<file path="src/rtl/adder_arbiter.sv">
// adder_arbiter: shares one N-bit add/pass datapath among NREQ requesters.
// One grant per cycle. The result sits in a one-deep output register with
// valid/ready back-pressure.
// Define ADDER_ARBITER_RR_EN for round-robin arbitration. The default build
// uses fixed priority, where the lowest asserted index wins.
module adder_arbiter #(
  parameter int unsigned N    = 32,
  parameter int unsigned NREQ = 4,
  parameter int unsigned IDW  = $clog2(NREQ)
) (
  input  logic              clk,
  input  logic              rst,
  input  logic [NREQ-1:0]   req_valid,
  output logic [NREQ-1:0]   req_ready,
  input  logic [NREQ*N-1:0] req_a,
  input  logic [NREQ*N-1:0] req_b,
  input  logic [NREQ*2-1:0] req_op,
  output logic              res_valid,
  input  logic              res_ready,
  output logic [N-1:0]      res_data,
  output logic              res_carry,
  output logic [IDW-1:0]    res_id,
  output logic [15:0]       res_count
);

  logic            r_res_valid;
  logic [N-1:0]    r_res_data;
  logic            r_res_carry;
  logic [IDW-1:0]  r_res_id;
  logic [15:0]     r_res_count;

  logic            w_can_take;
  logic            w_gnt_any;
  logic [IDW-1:0]  w_gnt_idx;
  logic [IDW-1:0]  w_cand;
  logic            w_xfer;
  logic [N-1:0]    w_a;
  logic [N-1:0]    w_b;
  logic [1:0]      w_op;
  logic [N:0]      w_sum;
  logic [N-1:0]    w_result;
  logic            w_carry;

`ifdef ADDER_ARBITER_RR_EN
  logic [IDW-1:0]  r_ptr;
`endif

  // Grants are held off while reset is asserted, so req_ready drops at once.
  assign w_can_take = !rst && (!r_res_valid || res_ready);
  assign w_xfer     = w_can_take && w_gnt_any;
  assign req_ready  = w_xfer ? (NREQ'(1) << w_gnt_idx) : '0;

  // Pick the first valid requester, searching upward from the start index
  always_comb begin
    w_gnt_any = 1'b0;
    w_gnt_idx = '0;
    w_cand    = '0;
    for (int unsigned k = 0; k < NREQ; k++) begin
`ifdef ADDER_ARBITER_RR_EN
      w_cand = IDW'((32'(r_ptr) + k) % NREQ);
`else
      w_cand = IDW'(k);
`endif
      if (!w_gnt_any && req_valid[w_cand]) begin
        w_gnt_any = 1'b1;
        w_gnt_idx = w_cand;
      end
    end
  end

  // Route the granted requester's operands and op code to the shared datapath
  always_comb begin
    w_a  = '0;
    w_b  = '0;
    w_op = '0;
    for (int unsigned k = 0; k < NREQ; k++) begin
      if (IDW'(k) == w_gnt_idx) begin
        w_a  = req_a[k*N +: N];
        w_b  = req_b[k*N +: N];
        w_op = req_op[k*2 +: 2];
      end
    end
  end

  assign w_sum = {1'b0, w_a} + {1'b0, w_b};

  // Op decode: sel_b wins, then sum, otherwise pass A; carry only for the sum
  always_comb begin
    w_result = w_a;
    w_carry  = 1'b0;
    if (w_op[1]) begin
      w_result = w_b;
    end else if (w_op[0]) begin
      w_result = w_sum[N-1:0];
      w_carry  = w_sum[N];
    end
  end

  // Result register: reload on transfer, otherwise clear when drained
  always_ff @(posedge clk or posedge rst) begin
    if (rst) begin
      r_res_valid <= 1'b0;
      r_res_data  <= '0;
      r_res_carry <= 1'b0;
      r_res_id    <= '0;
    end else if (w_xfer) begin
      r_res_valid <= 1'b1;
      r_res_data  <= w_result;
      r_res_carry <= w_carry;
      r_res_id    <= w_gnt_idx;
    end else if (res_ready) begin
      r_res_valid <= 1'b0;
    end
  end

  // Count completed output handshakes; wraps naturally at 16 bits
  always_ff @(posedge clk or posedge rst) begin
    if (rst) begin
      r_res_count <= '0;
    end else if (r_res_valid && res_ready) begin
      r_res_count <= r_res_count + 16'd1;
    end
  end

`ifdef ADDER_ARBITER_RR_EN
  // Advance the search start to just past the last granted requester
  always_ff @(posedge clk or posedge rst) begin
    if (rst) begin
      r_ptr <= '0;
    end else if (w_xfer) begin
      r_ptr <= (w_gnt_idx == IDW'(NREQ-1)) ? '0 : w_gnt_idx + IDW'(1);
    end
  end
`endif

  assign res_valid = r_res_valid;
  assign res_data  = r_res_data;
  assign res_carry = r_res_carry;
  assign res_id    = r_res_id;
  assign res_count = r_res_count;

endmodule

</file>
<file path="config.mk">
export PLATFORM = sky130hd
export DESIGN_NAME = adder_arbiter
export DESIGN_NICKNAME = d
export VERILOG_FILES = /design/src/rtl/adder_arbiter.sv
export SDC_FILE = /design/constraint.sdc
export NUM_CORES = 1
export LEC_CHECK = 0
export CORE_MARGIN = 2
export CORE_UTILIZATION = 40
export CTS_CLUSTER_SIZE = 30
export DETAILED_ROUTE_END_ITERATION = 8
export PLACE_DENSITY = 0.91
export SYNTH_ARGS = -nofsm -noshare
export SYNTH_HDL_FRONTEND = slang
export SYNTH_SLANG_ARGS = --single-unit
</file>
<file path="constraint.sdc">
create_clock -name clk -period 2.4 [get_ports clk]
set_input_delay 0.48 -clock clk [delete_from_list [all_inputs] [get_ports clk]]
set_output_delay 0.48 -clock clk [all_outputs]
set_load 0.005 [all_outputs]
</file>
; Yosys cells after proc, flatten, opt, wreduce, memory -nomap -nowiden
; Index checks and enable logic that the tools add are counted.
[word_totals]
regBits = 52
output_inout_bits = 56
word_cells = 51
[op_classes]
n_addsub = 2
n_eq_ne = 3
shifts = 1
n_mux = 26
reduce_logical = 14
[op_table]
columns = operator, count
row1 = two-way mux 32 bit, 10
row2 = adder 32 x 32 -> 33 bit, 1
row3 = "adder 16 x 1 -> 16 bit, second input constant", 1
row4 = two-way mux 2 bit, 6
row5 = two-way mux 1 bit, 9
row6 = logical AND 1 bit, 6
row7 = zero test 1 bit, 5
row8 = "equality test 2 bit, first input constant", 2
row9 = two-way mux 4 bit, 1
row10 = "left shift 1 x 2 -> 4 bit, first input constant", 1
row11 = "equality test 1 x 2 -> 1 bit, first input constant", 1
row12 = zero test 2 bit, 1
row13 = nonzero test 2 bit, 1
row14 = logical OR 1 bit, 1

; Logic depth before layout (Yosys ltp)
; Gate-level depths: netlist of the first run.
[logic_depth]
ltp_word = 18
depth_mapped = 20
depth_no_buf = 16

; Least setup slack after synthesis of the first run
; OpenSTA, ideal clock, no wires.
[synth_path]
path_type = input -> register
from = in req_valid[1]
to = reg r_res_data[22], in the netlist res_data[22]
setup_ns = 0.128
arrival_time_ns = 3.908
required_time_ns = 2.272
path_slack_ns = -1.636
cell_stages = 20
path_buffers = 4
path_cell_list = buf_2 > nor2b_1 > buf_2 > buf_2 > buf_1 > nand2_1 > a21oi_1 > a21oi_1 > a21oi_1 > ha_1 > inv_1 > fa_1 > nand2b_1 > a21oi_1 > o21a_1 > o21ai_1 > o31ai_1 > a311oi_1 > a211oi_1 > nor3_1
[synth_between]
elab_chain_cells = 16
word_cells_on_any_way = 31
classes_between = add/sub: 1 / eq/ne: 3 / mux: 20 / reduce/logical: 7
[synth_rtl]
columns = element, line
row1 = from (decl), 13  ; input logic [NREQ-1:0] req_valid,
row2 = logical AND 1 bit (*), 64  ; if (!w_gnt_any && req_valid[w_cand]) begin
row3 = two-way mux 1 bit, 64
row4 = zero test 1 bit, 64
row5 = logical AND 1 bit, 64
row6 = two-way mux 1 bit, 64
row7 = zero test 1 bit, 64
row8 = logical AND 1 bit, 64
row9 = two-way mux 2 bit, 64
row10 = zero test 2 bit, 77  ; if (IDW'(k) == w_gnt_idx) begin
row11 = two-way mux 32 bit (4 in series), 77
row12 = adder 32 x 32 -> 33 bit, 85  ; assign w_sum = {1'b0, w_a} + {1'b0, w_b};
row13 = two-way mux 32 bit, 93  ; end else if (w_op[0]) begin
row14 = two-way mux 32 bit, 91  ; if (w_op[1]) begin
row15 = to (signal assigned), 108  ; r_res_data <= w_result;
row16 = to (decl), 27  ; logic [N-1:0] r_res_data;
; Every way passes the cells marked *; elsewhere a longest branch is shown, timed or not.
; A chain may end at the register's enable or synchronous reset.

; Worst setup path after layout of the first run
[layout_path]
from = in req_valid[1]
to = reg r_res_data[29], in the netlist res_data[29]
; The elaborated chain is that of the path after synthesis.

==> results.ini, run 1 <==
[synthesis]
avgSynthCellArea_um2 = 7.113
async_flop_share = 1.000
yosys_register_bits = 52
syn_nets = 1143
synth_edf_count = 0
ys.flop_type = dfrtp_1
synthCells = 838
synth.distinct_cells = 60
syn_area_um2 = 5961
ys_seq_area_frac = 0.2183
ys_warn_count = 0

[final_layout]
postLayoutCoreUtil = 0.8580
final-seq-area_um2 = 1301
drive_gt1_frac = 0.2863
n_fill_cell = 716
diodes = 0
multiInputGateArea_um2 = 5219
area_delta_synth_final_pct = 109.2
fin_nets = 1666

[sta]
fin_setup_tns_ns = -36.72
finalHoldViolations = 0
rsz0062_at_grt = yes
relSlewSlack = 0.5696
finalCriticalPeriod_ns = 3.909
slew_viol_final = 0
max_freq_ghz = 0.2558
worst_pin_slew_ns = 0.6456
finalSetupViolCount = 35
min_period_over_period = 1.629
setup_ws_ns = -1.509
skew_ns = 0.004968

[critical_path]
crit_arrival_ns = 4.08
path_max_fanout = 7
cp.required_ns = 2.57
path_depth = 18
critical_path.top_delay_family = compound AO/OA/AOI/OAI gates
critPathMaxStageDelay_ns = 0.41
cp_cell_sequence = buf_8, buf_8, nor4b_4, buf_6, buf_12, buf_6, a222oi_1, nand2_1, ha_4, buf_6, nand3_1, o211ai_1, o211ai_1, buf_4, a21boi_2, buf_4, o31ai_1, o41ai_1
crit_slowest_cell = a222oi_1
r2r_cells = 8
startpoint_type = primary input
path_class = primary input to flip-flop
crit_top_cell = buf_6
worst-path-buf-inv = 8
worstSetupEndpointType = flip-flop

[drt]
via_per_inst = 6.998
drt_iter0_drc = 1938
drt-total-wl_um = 42720
final_antenna_net_count = 0
drc = 19
drtPass1Iterations = 9
vias = 10820
detail_route.wl_per_cell_um = 27.63

[die]
die_area_um2 = 15890
start_util = 0.4101
num_rows = 44
coreArea_um2 = 14530
dieWidth_um = 126.1
io_pins = 327
die_y_um = 126.1

[status]
status = finished with violations
violations = DRC, setup timing

[grt]
antenna_found_initial = 2
grt_pass1_vias = 10180
grt_max_degree = 53
grt_overflow = 0
grtUsageTotal = 0.4307
grt_pass1_wl_um = 54340

[clock_network]
clock_sinks = 52
numCtsBuffers = 5
path_clk_slew_ns = 0.08
h-tree-depth = 2
cts_tree = built
cts_hold_buf = 0
insertion_delay_ns = 0.31
root_buffer = clkbuf_16
clockBufferDepth = 2

[pwr]
p_per_area_nw_per_um2 = 508.4
irDropWorstVdd_uv = 340.6
p_leak_nw = 5.471

[run]
maxCapViolCount = 0

[worst_hold_path]
hold_class = flip-flop to flip-flop
whs_path_depth = 2

[placed_design]
hpwl_um = 23580
numPortBuffers = 326
place.gp.congestion = 1.003

## metal layers
layer	vias up	GRT usage	share of wire
li1	4199	-	-
met1	4850	0.4648	0.30
met2	1264	0.7378	0.44
met3	502	0.1096	0.15
met4	4	0.2980	0.11
met5	-	0	0.00059
## state kept, by name, summed over array words and instances, names as in the netlist
signal	count
res_data	32
res_count	16
res_valid	1
res_id	2
res_carry	1
## repair_timing
| action | 4_1_cts | 5_1_grt |
|---|---|---|
| gates resized for setup | 127 | 72 |
| buffers inserted | 64 | 35 |
| setup endpoints to repair | 37 | 35 |
| cloned | 3 | 4 |
| pin swaps | 65 | 82 |
## kinds of logic (layout without fill, tap and decap cells)
family                   after synthesis  after routing  synth area share
AO/OA/AOI/OAI                        301            301            0.3493
XOR/XNOR                              25             25           0.03673
adder cells (fa/ha/maj)               34             34           0.07263
buffers and inverters                 70            593           0.04786
flip-flops                            52             52            0.2183
multiplexers                          10             10           0.01721
AND/OR/NAND/NOR                      346            347            0.2580
## layout make-up
type,count,share of cell area
multi-input combinational,717,0.4185
inverter,10,0.003010
timing repair buffer,575,0.4422
clock buffer,5,0.01003
sequential,52,0.1044
tap,184,0.01846
clock inverter,3,0.003412
## power breakdown
group | internal (mW) | leakage [nW] | switching [mW]
clock network | 0.493 | 0.0798 | 0.410
logic | 2.12 | 4.74 | 2.08
registers | 1.06 | 0.652 | 0.177
## Yosys cell counts (all sizes together), types with 4 or more instances
cell    instances  area [µm²]
nand2         189       711.9
a21oi          88       440.4
nor2           60       225.2
dfrtp          52        1301
o21ai          51       255.2
a222oi         40       400.4
clkbuf         37       138.9
ha             33       412.9
buf            23       108.9
a21o           22       165.2
o211ai         18       135.1
nand3          17       85.08
nor3           17       85.08
xnor2          16       140.1
a221oi         12       111.4
and3           11       68.82
a31oi          10       68.81
inv            10       37.54
nand4          10       62.56
o31ai          10       75.07
o21a            9       68.82
xor2            9       78.83
mux2i           8       80.08
and2            7       43.79
or3             7       43.79
a211oi          6       50.05
a211o           5       43.79
nor2b           5       31.28
or4             5       37.54
a22o            4       35.03
nand2b          4       25.02
## worst register-to-register path: stages, from the launching register on
cell,delay (ns)
dfrtp_1,0.38
nor2b_1,0.15
buf_4,0.16
nor3_4,0.16
buf_6,0.16
buf_4,0.33
nand2_1,0.27
a21oi_1,0.24
a21oi_1,0.12
## per-stage QoR
step	hold WS [ns]	total power, mW	instances	cell area (µm²)	worst slack, ns
after global placement	0.4569	4.287	1454	10820	-1.880
final	0.4975	6.339	1546	12470	-1.509
after detailed placement	0.4753	4.406	1454	10820	-1.964
after global routing	0.5206	6.482	1546	12470	-1.612
after CTS	0.4921	5.568	1519	11910	-1.007
after floorplan	0.4673	2.668	838	6291	-1.073
## path summary, 6_finish.rpt
check / from / endpoint / slack [ns]
max reg2reg: res_valid$_DFFE_PP0P_ / res_data[19]$_DFFE_PP0P_ / 0.33
max in group asynchronous: rst / res_data[16]$_DFFE_PP0P_ / 1.57
min in group asynchronous: rst / res_count[4]$_DFFE_PP0P_ / 0.55
min reg2reg: res_data[24]$_DFFE_PP0P_ / res_data[24]$_DFFE_PP0P_ / 0.50
min: res_data[24]$_DFFE_PP0P_ / res_data[24]$_DFFE_PP0P_ / 0.50
max: req_valid[1] / res_data[29]$_DFFE_PP0P_ / -1.51
## cell usage in the layout (no fill, tap or decap), drive strengths merged, types with 7 or more instances in the layout
master         instances
o211ai                18
mux2i                  8
clkbuf                 8
a222oi                40
dfrtp                 52
xnor2                 16
xor2                   9
nand3                 17
o21ai                 51
ha                    33
o31ai                 10
nor3                  17
a31oi                 10
buf                  249
nand2                189
clkdlybuf4s50        316
a21oi                 88
nor2                  60
o21a                   9
nand4                 10
or3                    7
and2                   7
a221oi                12
inv                   10
a21o                  22
and3                  11
Power figures use the tool's default switching activity.
==> run 2: changes to the inputs <==
--- a/config.mk
+++ b/config.mk
@@ -7,2 +7,3 @@
 export LEC_CHECK = 0
+export ABC_CLOCK_PERIOD_IN_PS = 2400
 export CORE_MARGIN = 2
==> constraint.sdc (replaced) <==
create_clock -name clk -period 2.4 [get_ports clk]
set_input_delay 0.36 -clock clk [delete_from_list [all_inputs] [get_ports clk]]
set_output_delay 0.36 -clock clk [all_outputs]
set_load 0.005 [all_outputs]
==> run 2 against run 1 <==
Against the previous run: the run now fails in global routing; area after synthesis unchanged; synthesized cell count unchanged.
==> results.ini, run 2 <==
[synthesis]
synth.distinct_cells = 60  ; unchanged
avgSynthCellArea_um2 = 7.113  ; unchanged
synthTopCellsByCount = 188 x nand2_1, 88 x a21oi_1, 60 x nor2_1
yosys_register_bits = 52  ; unchanged
yosys.area.top_type_share = 0.2183  ; unchanged
ys.flop_type = dfrtp_1
syn_area_um2 = 5961  ; unchanged
synth.most_common_cell = nand2_1
yosysTopAreaCell = dfrtp_1
netlist_top_cells_area = dfrtp_1 22%, nand2_1 12%, a21oi_1 7.4%
ys_seq_area_frac = 0.2183  ; unchanged
ys_warn_count = 0  ; unchanged
async_flop_share = 1.000  ; unchanged
synthCells = 838  ; unchanged
synth_edf_count = 0  ; unchanged
syn_nets = 1143  ; unchanged

[clock_network]
clock_sinks = 52  ; unchanged
numCtsBuffers = 5  ; unchanged
root_buffer = clkbuf_16
clockBufferDepth = 2  ; unchanged
h-tree-depth = 2  ; unchanged

[grt]
grtUsageTotal = 0.6260
grt_overflow = 22
grt_max_degree = 40

[die]
num_rows = 44  ; unchanged
io_pins = 327  ; unchanged
dieWidth_um = 126.1  ; unchanged
die_y_um = 126.1  ; unchanged
start_util = 0.4101  ; unchanged

[placed_design]
post-place-ws_ns = -1.907  ; +0.05677 ns
dpl-instance-area_um2 = 10800  ; -0.18%
numPortBuffers = 326  ; unchanged
place.gp.congestion = 1.013  ; +1.0%
place_inst = 1453  ; -0.069%
hpwl_um = 23270  ; -1.3%

[sta]
worst-ep-kind = register data pin
worstEndpointGrtRepair = res_data[29]$_DFFE_PP0P_/D

[status]
toolErrorMsg = [ERROR GRT-0232] Routing congestion too high. Check the congestion heatmap in the GUI.
failing_step = global routing
status = did not finish

## run 2: routing by layer
layer,global-route usage,overflow
met5,0.08669,0
met4,0.6173,11
met3,0.4261,0
met2,0.8707,11
met1,0.5956,0
## run 2: cell families after synthesis
family,synth area share
AND/OR/NAND/NOR,0.2580
multiplexers,0.01721
adder cells (fa/ha/maj),0.07263
XOR/XNOR,0.03673
AO/OA/AOI/OAI,0.3493
buffers and inverters,0.04786
flip-flops,0.2183
## run 2: timing repair
item	CTS
resized for setup	136
setup buffers	83
setup endpoints to repair	36
gates cloned	6
hold buffers	0
pin swaps	96
endpoints found under the hold margin	0
## run 2: stage by stage
stage                     hold slack (ns)  utilization
after floorplan                    0.4598            -
after global placement             0.4569       0.7431
after detailed placement           0.4615       0.7431
after CTS                          0.4768       0.8424
==> run 3: changes to the inputs <==
Settings changed: CORE_UTILIZATION 40 to 25, CTS_CLUSTER_SIZE 30 to not set, PLACE_DENSITY 0.91 to not set, PLACE_DENSITY_LB_ADDON set to 0.15.
==> run 3 against run 2 <==
Against the previous run: the flow now finishes, with violations (setup timing).
==> results.ini, run 3 (same netlist as run 1, synthesis figures left out) <==
[die]
io_pins = 327  ; unchanged
die_y_um = 158.4  ; +26%
coreArea_um2 = 23470
die_area_um2 = 25090
start_util = 0.2539  ; -0.1562
dieWidth_um = 158.4  ; +26%
num_rows = 56  ; +27%

[critical_path]
timing.rr.start = res_valid$_DFFE_PP0P_
cp-startpoint = req_valid[1]
startpoint_type = primary input
path_class = primary input to flip-flop
crit_slowest_cell = fa_2
critPathMaxStageDelay_ns = 0.37
crit_arrival_ns = 3.54
cp.required_ns = 2.60
worstSetupEndpointType = flip-flop
cp_cell_sequence = buf_6, buf_6, buf_6, nor3b_4, buf_12, a21oi_2, a21oi_2, ha_2, inv_2, fa_2, nand2b_4, a21oi_4, o21a_1, o21ai_4, o31ai_4, a21oi_2, mux2i_1, a22o_1
path_max_fanout = 6

[drt]
vias = 8908
detail_route.wl_per_cell_um = 19.95
final_antenna_net_count = 0
drc = 0
drtPass1Iterations = 7
drt-total-wl_um = 34320
drt_iter0_drc = 572
via_per_inst = 5.179

[grt]
grt_pass1_vias = 8764
grtUsageTotal = 0.2608
antenna_found_initial = 2
grt_overflow = 0
grt_max_degree = 28
grt_pass1_wl_um = 49760

[placed_design]
place.gp.congestion = 0.9109  ; -10%
numPortBuffers = 326  ; unchanged
dpl-instance-area_um2 = 11260  ; +4.3%
hpwl_um = 25590  ; +10%

[run]
maxCapViolCount = 0

[sta]
skew_ns = 0.003509
finalHoldViolations = 0
fin_setup_tns_ns = -22.93
min_period_over_period = 1.391
setup_ws_ns = -0.9387
relSlewSlack = 0.6608
finalSetupViolCount = 32
max_freq_ghz = 0.2995
rsz0062_at_grt = yes
finalCriticalPeriod_ns = 3.339
worst_pin_slew_ns = 0.5087
slew_viol_final = 0

[final_layout]
drive_gt1_frac = 0.3252
n_fill_cell = 2159
postLayoutCoreUtil = 0.5592
layout_common_cells = 319 x clkdlybuf4s50_1, 231 x buf_4, 180 x nand2_1
final_common_cell = clkdlybuf4s50_1
fin_area_um2 = 13130
largest_reg_flops = 32
fin_nets = 1703
area_delta_synth_final_pct = 120.2

[clock_network]
path_clk_slew_ns = 0.07
h-tree-depth = 2  ; unchanged
cts_hold_buf = 0  ; unchanged
cts_tree = built
clockBufferDepth = 2  ; unchanged
numCtsBuffers = 5  ; unchanged
root_buffer = clkbuf_16
insertion_delay_ns = 0.31
clock_sinks = 52  ; unchanged

[pwr]
p_leak_nw = 5.694
p_per_area_nw_per_um2 = 458.2
irDropWorstVdd_uv = 300.7

[status]
status = finished with violations
violations = setup timing

[worst_hold_path]
hold_class = flip-flop to flip-flop
hp-start = res_count[15]$_DFFE_PP0P_

[run 3: final cells by class]
cell class,count,area (µm²),area share
antenna,2,5.005,0.0003813
inverter,10,37.54,0.002860
sequential,52,1301,0.09914
multi-input combinational,716,5328,0.4059
clock inverter,2,35.03,0.002669
clock buffer,6,128.9,0.009819
tap,319,399.1,0.03041
timing repair buffer,613,5891,0.4488
[run 3: worst max-delay path, delay by kind of cell]
family                   cells  cell delay [ns]
adder cells (fa/ha/maj)      2             0.61
AND/OR/NAND/NOR              2             0.47
multiplexers                 1             0.14
buffers and inverters        5             0.56
AO/OA/AOI/OAI                8             1.38
[run 3: stage by stage]
stage | power, mW | hold slack [ns] | cells | setup slack [ns]
final | 6.014 | 0.4761 | 1720 | -0.9387
after global routing | 6.373 | 0.4920 | 1719 | -1.077
after CTS | 5.805 | 0.4777 | 1703 | -0.9106
after detailed placement | 4.495 | 0.4662 | 1627 | -1.745
after global placement | 4.473 | 0.4627 | 1627 | -1.686
after floorplan | 2.668 | 0.4598 | 838 | -0.9530
[run 3: report_power, final]
part | switching (mW) | leakage (nW) | internal [mW]
Sequential | 0.146 | 0.652 | 1.06
Clock | 0.382 | 0.0809 | 0.493
Combinational | 1.70 | 4.96 | 2.23
[run 3: layer usage]
metal  vias up  wire length, µm  global-route usage  part of all wire
met5         -                0                   0                 0
met1      4299            14640              0.3355              0.43
li1       4278                -                   -                 -
met2       293            16730              0.4470              0.49
met3        38             2131             0.04328             0.062
met4         0              820             0.07937             0.024
[run 3: final timing paths]
path	cells past startpoint	end	slack, ns
min	1	res_count[15]$_DFFE_PP0P_	0.48
min in group asynchronous	4	res_count[4]$_DFFE_PP0P_	0.64
max in group asynchronous	4	res_id[0]$_DFFE_PP0P_	1.46
max reg2reg	9	res_data[22]$_DFFE_PP0P_	0.24
max	18	res_data[26]$_DFFE_PP0P_	-0.94
min reg2reg	1	res_count[15]$_DFFE_PP0P_	0.48
[run 3: repair_timing]
action                                  CTS  global route
endpoints found under the setup margin   36            35
cloned                                    5             2
gates resized for setup                 148            60
setup buffers                            75            15
pin swaps                               101            53
